$ cat src/rtl/price_stream_driver_if.sv
// Bundle of the load, stream and result signals between the price stream
// driver (master) and the bench or system that feeds and consumes it (slave).
interface price_stream_driver_if;
    logic        load_en;
    logic [4:0]  load_addr;
    logic [15:0] load_data;
    logic        run;
    logic        busy;
    logic        start_out;
    logic [15:0] price_out;
    logic        new_price_out;
    logic        done_in;
    logic [7:0]  rsi_in;
    logic [7:0]  rsi_q;
    logic        result_valid;
    logic        timeout_err;

    modport master (
        input  load_en, load_addr, load_data, run, done_in, rsi_in,
        output busy, start_out, price_out, new_price_out, rsi_q, result_valid, timeout_err
    );

    modport slave (
        output load_en, load_addr, load_data, run, done_in, rsi_in,
        input  busy, start_out, price_out, new_price_out, rsi_q, result_valid, timeout_err
    );
endinterface

$ cat src/rtl/price_stream_driver.sv
// Upstream initiator for the RSI engine: loads a price table while idle, plays
// it out as paced strobes after a start pulse, then collects the RSI result.
module price_stream_driver #(
    parameter int DEPTH   = 20,
    parameter int GAP     = 2,
    parameter int TIMEOUT = 1024
) (
    input  logic                  clk,
    input  logic                  rst_n,
    price_stream_driver_if.master bus
);

    typedef enum logic [2:0] {
        IDLE,
        START,
        SETTLE,
        EMIT,
        GAP_WAIT,
        WAIT_DONE
    } state_t;

    localparam logic [5:0]  DEPTH_LIM = 6'(DEPTH);
    localparam logic [4:0]  LAST_IDX  = 5'(DEPTH - 1);
    localparam logic [15:0] GAP_LAST  = 16'(GAP - 1);
    localparam logic [15:0] TO_LAST   = 16'(TIMEOUT - 1);

    state_t      r_state;
    logic [15:0] r_table [DEPTH];
    logic [4:0]  r_idx;
    logic [15:0] r_gapCnt;
    logic [15:0] r_toCnt;
    logic        r_doneDly;
    logic        r_doneSeen;
    logic        r_busy;
    logic        r_start;
    logic [15:0] r_price;
    logic        r_newPrice;
    logic [7:0]  r_rsi;
    logic        r_resultValid;
    logic        r_timeoutErr;

    logic        w_doneRise;
    logic        w_tableWrite;

    assign w_doneRise   = bus.done_in & ~r_doneDly;
    assign w_tableWrite = (r_state == IDLE) && bus.load_en &&
                          ({1'b0, bus.load_addr} < DEPTH_LIM);

    assign bus.busy          = r_busy;
    assign bus.start_out     = r_start;
    assign bus.price_out     = r_price;
    assign bus.new_price_out = r_newPrice;
    assign bus.rsi_q         = r_rsi;
    assign bus.result_valid  = r_resultValid;
    assign bus.timeout_err   = r_timeoutErr;

    // The table has no reset so that a run after reset replays the loaded prices.
    always_ff @(posedge clk) begin
        if (rst_n && w_tableWrite) begin
            r_table[bus.load_addr] <= bus.load_data;
        end
    end

    // Outputs are set on the edge that enters the state in which they are seen,
    // so the strobe is visible in EMIT and the start pulse in START.
    always_ff @(posedge clk) begin
        if (!rst_n) begin
            r_state       <= IDLE;
            r_idx         <= '0;
            r_gapCnt      <= '0;
            r_toCnt       <= '0;
            r_doneDly     <= 1'b0;
            r_doneSeen    <= 1'b0;
            r_busy        <= 1'b0;
            r_start       <= 1'b0;
            r_price       <= '0;
            r_newPrice    <= 1'b0;
            r_rsi         <= '0;
            r_resultValid <= 1'b0;
            r_timeoutErr  <= 1'b0;
        end else begin
            r_doneDly     <= bus.done_in;
            r_start       <= 1'b0;
            r_newPrice    <= 1'b0;
            r_resultValid <= 1'b0;

            case (r_state)
                IDLE: begin
                    r_doneSeen <= 1'b0;
                    if (bus.run) begin
                        r_start      <= 1'b1;
                        r_busy       <= 1'b1;
                        r_timeoutErr <= 1'b0;
                        r_idx        <= '0;
                        r_gapCnt     <= '0;
                        r_toCnt      <= '0;
                        r_state      <= START;
                    end
                end

                START: begin
                    r_doneSeen <= 1'b0;
                    r_state    <= SETTLE;
                end

                SETTLE: begin
                    if (w_doneRise) begin
                        r_doneSeen <= 1'b1;
                    end
                    r_price    <= r_table[r_idx];
                    r_newPrice <= 1'b1;
                    r_state    <= EMIT;
                end

                EMIT: begin
                    if (w_doneRise) begin
                        r_doneSeen <= 1'b1;
                    end
                    r_gapCnt <= '0;
                    if (r_idx == LAST_IDX) begin
                        r_toCnt <= '0;
                        r_state <= WAIT_DONE;
                    end else begin
                        r_idx   <= r_idx + 5'd1;
                        r_state <= GAP_WAIT;
                    end
                end

                GAP_WAIT: begin
                    if (w_doneRise) begin
                        r_doneSeen <= 1'b1;
                    end
                    if (r_gapCnt == GAP_LAST) begin
                        r_price    <= r_table[r_idx];
                        r_newPrice <= 1'b1;
                        r_state    <= EMIT;
                    end else begin
                        r_gapCnt <= r_gapCnt + 16'd1;
                    end
                end

                // A completion on the same edge as the timeout takes priority.
                WAIT_DONE: begin
                    if (r_doneSeen || w_doneRise) begin
                        r_rsi         <= bus.rsi_in;
                        r_resultValid <= 1'b1;
                        r_busy        <= 1'b0;
                        r_doneSeen    <= 1'b0;
                        r_state       <= IDLE;
                    end else if (r_toCnt == TO_LAST) begin
                        r_timeoutErr <= 1'b1;
                        r_busy       <= 1'b0;
                        r_state      <= IDLE;
                    end else begin
                        r_toCnt <= r_toCnt + 16'd1;
                    end
                end

                default: begin
                    r_state <= IDLE;
                end
            endcase
        end
    end

endmodule

$ cat src/flat_wrapper.sv
// flat-port wrapper written by rule: the top's interface ports become plain ports
module price_stream_driver_flat 
#(
    parameter int DEPTH   = 20,
    parameter int GAP     = 2,
    parameter int TIMEOUT = 1024
)
  (clk, rst_n, bus_load_en, bus_load_addr, bus_load_data, bus_run, bus_done_in, bus_rsi_in, bus_busy, bus_start_out, bus_price_out, bus_new_price_out, bus_rsi_q, bus_result_valid, bus_timeout_err);
  price_stream_driver_if bus_i ();
  input  logic clk;
  input  logic rst_n;
  input wire logic [$bits(bus_i.load_en)-1:0] bus_load_en;
  input wire logic [$bits(bus_i.load_addr)-1:0] bus_load_addr;
  input wire logic [$bits(bus_i.load_data)-1:0] bus_load_data;
  input wire logic [$bits(bus_i.run)-1:0] bus_run;
  input wire logic [$bits(bus_i.done_in)-1:0] bus_done_in;
  input wire logic [$bits(bus_i.rsi_in)-1:0] bus_rsi_in;
  output wire logic [$bits(bus_i.busy)-1:0] bus_busy;
  output wire logic [$bits(bus_i.start_out)-1:0] bus_start_out;
  output wire logic [$bits(bus_i.price_out)-1:0] bus_price_out;
  output wire logic [$bits(bus_i.new_price_out)-1:0] bus_new_price_out;
  output wire logic [$bits(bus_i.rsi_q)-1:0] bus_rsi_q;
  output wire logic [$bits(bus_i.result_valid)-1:0] bus_result_valid;
  output wire logic [$bits(bus_i.timeout_err)-1:0] bus_timeout_err;
  assign bus_i.load_en = bus_load_en;
  assign bus_i.load_addr = bus_load_addr;
  assign bus_i.load_data = bus_load_data;
  assign bus_i.run = bus_run;
  assign bus_i.done_in = bus_done_in;
  assign bus_i.rsi_in = bus_rsi_in;
  assign bus_busy = bus_i.busy;
  assign bus_start_out = bus_i.start_out;
  assign bus_price_out = bus_i.price_out;
  assign bus_new_price_out = bus_i.new_price_out;
  assign bus_rsi_q = bus_i.rsi_q;
  assign bus_result_valid = bus_i.result_valid;
  assign bus_timeout_err = bus_i.timeout_err;
  price_stream_driver #(.DEPTH(DEPTH), .GAP(GAP), .TIMEOUT(TIMEOUT)) u_core (.clk(clk), .rst_n(rst_n), .bus(bus_i));
endmodule
$ cat config.mk
export PLATFORM = sky130hd
export DESIGN_NAME = price_stream_driver_flat
export DESIGN_NICKNAME = d
export VERILOG_FILES = /design/src/rtl/price_stream_driver_if.sv /design/src/rtl/price_stream_driver.sv /design/src/flat_wrapper.sv
export SDC_FILE = /design/constraint.sdc
export NUM_CORES = 1
export LEC_CHECK = 0
export CAP_MARGIN = 40
export CORE_ASPECT_RATIO = 2
export CORE_MARGIN = 5
export CORE_UTILIZATION = 39
export DETAILED_ROUTE_END_ITERATION = 10
export HOLD_SLACK_MARGIN = 0.03
export PLACE_DENSITY = 0.66
export SLEW_MARGIN = 30
export SYNTH_ARGS = -nofsm -noshare
export SYNTH_HDL_FRONTEND = slang
export SYNTH_SLANG_ARGS = --single-unit
export TNS_END_PERCENT = 20
$ cat constraint.sdc
create_clock -name clk -period 3.36 [get_ports clk]
set_input_delay 1.008 -clock clk [delete_from_list [all_inputs] [get_ports clk]]
set_output_delay 1.008 -clock clk [all_outputs]
set_load 0.02 [all_outputs]
==> impl_summary.txt <==
----------------------------------------------------
[Route]
  Total number of vias ... around 8.5k
  Number of antenna-violating nets in the routed design ... 0
  Routed wire length ... between 30000 and 40000 um
  Post-detailed-route wirelength per cell ... 23.2 um
  Mean number of vias per cell ... 5.43
  DR DRC count ... 0
  DR pass1 iterations ... 5
  1st-iter DRT viols ... just over 600

[Logic synthesis]
  Netlist area before placement ... approximately 16000 um2
  Average footprint of a synthesized cell ... 17.6 um2
  Predominant post-synthesis flop cell ... sky130_fd_sc_hd__edfxtp_1
  Count of cell types in the netlist ... 61
  Seq/Total Area, Yosys ... 71.8%
  EDFF count, synth ... 320
  Syn nets ... 918
  Yosys warnings ... 0
  Syn Inst Count ... 880
  Register bit total from synthesis ... 396
  Async SR Flop Fraction ... 0%

[STA]
  Final sum of negative setup slack ... 0 ns
  Transition time of the tightest slew-check pin ... between 0.8 and 0.9 ns
  Final critical-path share of the clock period ... 83.9%
  Setup repair after global routing missed its margin ... no
  Relative slew margins ... a little under 40%
  Final setup violation count ... 0
  Final critical path time including I/O delays and setup ... 2.82 ns
  Worst-case clock skew ... 0.0234 ns
  Number of endpoints with negative hold slack in the final report ... 0
  Fmax achieved ... 0.355 GHz
  Pins Over Slew Limit ... 0

[Finish]
  Filler instances ... 3313
  Area used by multi-input combinational logic ... around 4100 um2
  Final design instance area without fill ... 18500 um2
  Commonest cells after routing, fill and taps aside ... 320 x sky130_fd_sc_hd__edfxtp_1, 80 x sky130_fd_sc_hd__mux4_2, 73 x sky130_fd_sc_hd__dfxtp_1, 73 x sky130_fd_sc_hd__buf_4, 62 x sky130_fd_sc_hd__clkdlybuf4s50_1
  Register Area ... 11100 um2
  Net count reported at finish ... 1055
  Final non-filler cell total ... 1568
  Leading cell type in the layout, fill and taps excluded ... sky130_fd_sc_hd__edfxtp_1
  Area growth syn-to-layout ... 19.3%
  Antenna diode count ... 0
  Layout cells sized above 1 ... 24.2%

[Global routing]
  First-pass GRT wire length ... approximately 55000 um
  Met1 Track Usage GR ... 16.5%
  Number of antenna violations at the first check in global routing ... 1
  Global routing usage on met3 ... ~2.3%
  Global routing met2 resource utilization ... 32.6%
  Global-route usage over all layers ... 16.7%
  Via count of the first global-routing pass ... 8880
  Total overflow reported by the global router ... 0
  Grt peak-use layer ... met2
  Maximum number of pins on one net before global-route repair ... between 40 and 50

[Pwr]
  Switching share of total power ... a little over a fifth
  Fraction of power consumed by combinational cells ... approximately 4.8%
  Net switching power ... 2.10 mW
  Leakage power summed over all cells ... 5.74 nW
  Share of power burned in registers ... 53.9%
  Internal cell power ... 7.87 mW
  Clock network power share ... 41.3%
  Power density normalized to cell area ... 539 nW/um2
  Worst-case vdd ir drop ... between 0.0003 and 0.0004 V

[Setup path]
  Crit path required time ... 3.85 ns
  Worst Reg2Reg Path Length in Cells ... 6
  Type of the worst setup path ... input port to flop
  Critical Path Sink Type ... flop
  Reg-to-reg slack, setup ... 0.60 ns
  Reg-to-Reg End ... u_core.bus.price_out[5]
  Startpoint types ... input port
  Data arrival time of the worst path ... 3.31 ns
  Worst Path Max Fanout ... 17
  Endpoint of the most critical setup path ... u_core.bus.price_out[5]
  Setup crit start ... rst_n

[Die]
  Core outline area ... slightly below 40000 um2
  Die X ... 151 um
  Area enclosed by the die boundary ... about 44000 um2
  Site Rows ... between 100 and 150
  Vert. Die Dim ... 292 um
  Number of I/O pins ... 63
  Initial standard-cell utilization of the core ... 39.3%

[Clock tree]
  CTS clk-pin slew, worst paths ... 0.07 ns
  Total clock sinks ... 396
  Latest clock arrival within the worst-skew pair ... 0.54 ns
  Root cell of the clock tree ... sky130_fd_sc_hd__clkbuf_16
  Hold bufs inserted after CTS ... 0
  Post-CTS Setup Repair Bufs ... 0
  CTS buffer count ... 34
  CTS tree ... built
  Number of levels the H-tree was split into ... 2
  Maximum count of clock buffers along a single path ... 3
  Resized cells post-CTS ... 0

[Placement]
  Post-Place Cell Area ... 17300 um2
  Weighted congestion reported at the end of routability-driven placement ... 0.831
  HPWL reported at the end of detailed placement ... 24700 um
  Number of placed instances with taps included ... 1503
  Total of buffers placed on input and output ports ... 62

[Min path]
  Number of stages on the worst hold path ... 2
  Hold Path Class ... flop to flop

[Run status]
  Outcome ... completed

[Run]
  Max-capacitance violation count ... 0

----------------------------------------------------
==> state kept, by name, indices dropped and copies added, names as in the netlist, named ones only <==
| name | count |
|---|---|
| u_core.r_table | 320 |
| u_core.bus.busy | 1 |
| u_core.bus.rsi_q | 8 |
| u_core.r_toCnt | 16 |
| u_core.bus.result_valid | 1 |
| u_core.r_state | 3 |
| u_core.bus.new_price_out | 1 |
| u_core.r_idx | 5 |
| u_core.bus.timeout_err | 1 |
| u_core.r_doneDly | 1 |
| u_core.r_doneSeen | 1 |
| u_core.bus.price_out | 16 |
| u_core.bus.start_out | 1 |
| u_core.r_gapCnt | 16 |
==> worst min-delay path by stage <==
stage	to	slack (ns)	startpoint
floorplan	u_core.r_toCnt[6]	0.45	u_core.r_toCnt[6]
global placement	u_core.bus.price_out[14]	0.46	u_core.bus.price_out[14]
detailed placement	u_core.r_toCnt[6]	0.48	u_core.r_toCnt[6]
CTS	u_core.r_toCnt[1]	0.49	u_core.r_toCnt[1]
global route	u_core.r_toCnt[15]	0.51	u_core.r_toCnt[15]
finish	u_core.r_toCnt[6]	0.49	u_core.r_toCnt[6]
==> logic make-up (layout without fill, tap and decap cells) <==
group                    count (synthesis)  after routing  synth area share [%]
AO/OA/AOI/OAI                          123            123                  5.71
XOR/XNOR                                 6              6                 0.339
adder cells (fa/ha/maj)                  4              4                 0.323
buffers and inverters                   59            222                  1.92
flip-flops                             396            396                  71.8
multiplexers                           107            107                  13.4
AND/OR/NAND/NOR                        185            185                  6.52
==> cells in the mapped netlist (5+ instances only) <==
cell type	count	area (um2)
sky130_fd_sc_hd__buf_1	6	22.5
sky130_fd_sc_hd__nor3_1	14	70.1
sky130_fd_sc_hd__nand3_1	17	85.1
sky130_fd_sc_hd__or3_1	20	125
sky130_fd_sc_hd__nand2_1	23	86.3
sky130_fd_sc_hd__xnor2_1	5	43.8
sky130_fd_sc_hd__a221o_1	15	150
sky130_fd_sc_hd__mux4_2	80	1800
sky130_fd_sc_hd__a21oi_2	5	43.8
sky130_fd_sc_hd__inv_1	10	37.5
sky130_fd_sc_hd__a21oi_1	23	115
sky130_fd_sc_hd__nand4_1	8	50.1
sky130_fd_sc_hd__dfxtp_1	76	1520
sky130_fd_sc_hd__o21ai_1	21	105
sky130_fd_sc_hd__or4_1	7	52.6
sky130_fd_sc_hd__nand2b_1	6	37.5
sky130_fd_sc_hd__a211oi_1	17	128
sky130_fd_sc_hd__a2111oi_0	16	140
sky130_fd_sc_hd__clkbuf_1	18	67.6
sky130_fd_sc_hd__nor2b_1	22	138
sky130_fd_sc_hd__buf_2	13	65.1
sky130_fd_sc_hd__edfxtp_1	320	9610
sky130_fd_sc_hd__mux2i_1	26	260
sky130_fd_sc_hd__nor2_1	45	169
sky130_fd_sc_hd__and3_1	5	31.3
==> power by group through the flow <==
stage | registers (mW) | clock network [mW] | logic, mW
finish | 5.37 | 4.12 | 0.480
global route | 5.38 | 4.40 | 0.516
CTS | 5.38 | 4.21 | 0.483
detailed placement | 5.48 | 0 | 0.482
global placement | 5.48 | 0 | 0.470
floorplan | 5.48 | 0 | 0.234
==> per-layer routing <==
layer | wire [um] | up-vias
met1 | 11700 | 4366
met2 | 21100 | 224
met5 | 13 | -
li1 | - | 3843
met4 | 2090 | 2
met3 | 1400 | 77
==> stage by stage <==
stage	power [mW]	util (%)	hold slack, ns	setup slack (ns)
6_report	9.97	46.9	0.488	0.540
3_5_place_dp	5.97	43.9	0.476	-0.0225
2_1_floorplan	5.72	-	0.448	0.288
4_1_cts	10.1	46.8	0.488	0.522
3_3_place_gp	5.95	43.8	0.463	0.0136
5_1_grt	10.3	46.9	0.507	0.567
==> area by class of cell <==
| cell class | instances | share of cell area, % |
|---|---|---|
| sequential | 396 | 60.2 |
| multi-input combinational | 425 | 22.3 |
| inverter | 13 | 0.264 |
| clock buffer | 43 | 4.90 |
| clock inverter | 19 | 1.37 |
| tap | 525 | 3.55 |
| timing repair buffer | 147 | 7.35 |
==> worst max-delay path: stages <==
cell and delay, ns:
sky130_fd_sc_hd__clkdlybuf4s50_1 0.54, sky130_fd_sc_hd__inv_1 0.08, sky130_fd_sc_hd__o41a_1 0.40, sky130_fd_sc_hd__buf_4 0.21
sky130_fd_sc_hd__a2111oi_0 0.72, sky130_fd_sc_hd__buf_4 0.23, sky130_fd_sc_hd__a221o_1 0.10
Power figures use the tool's default switching activity.
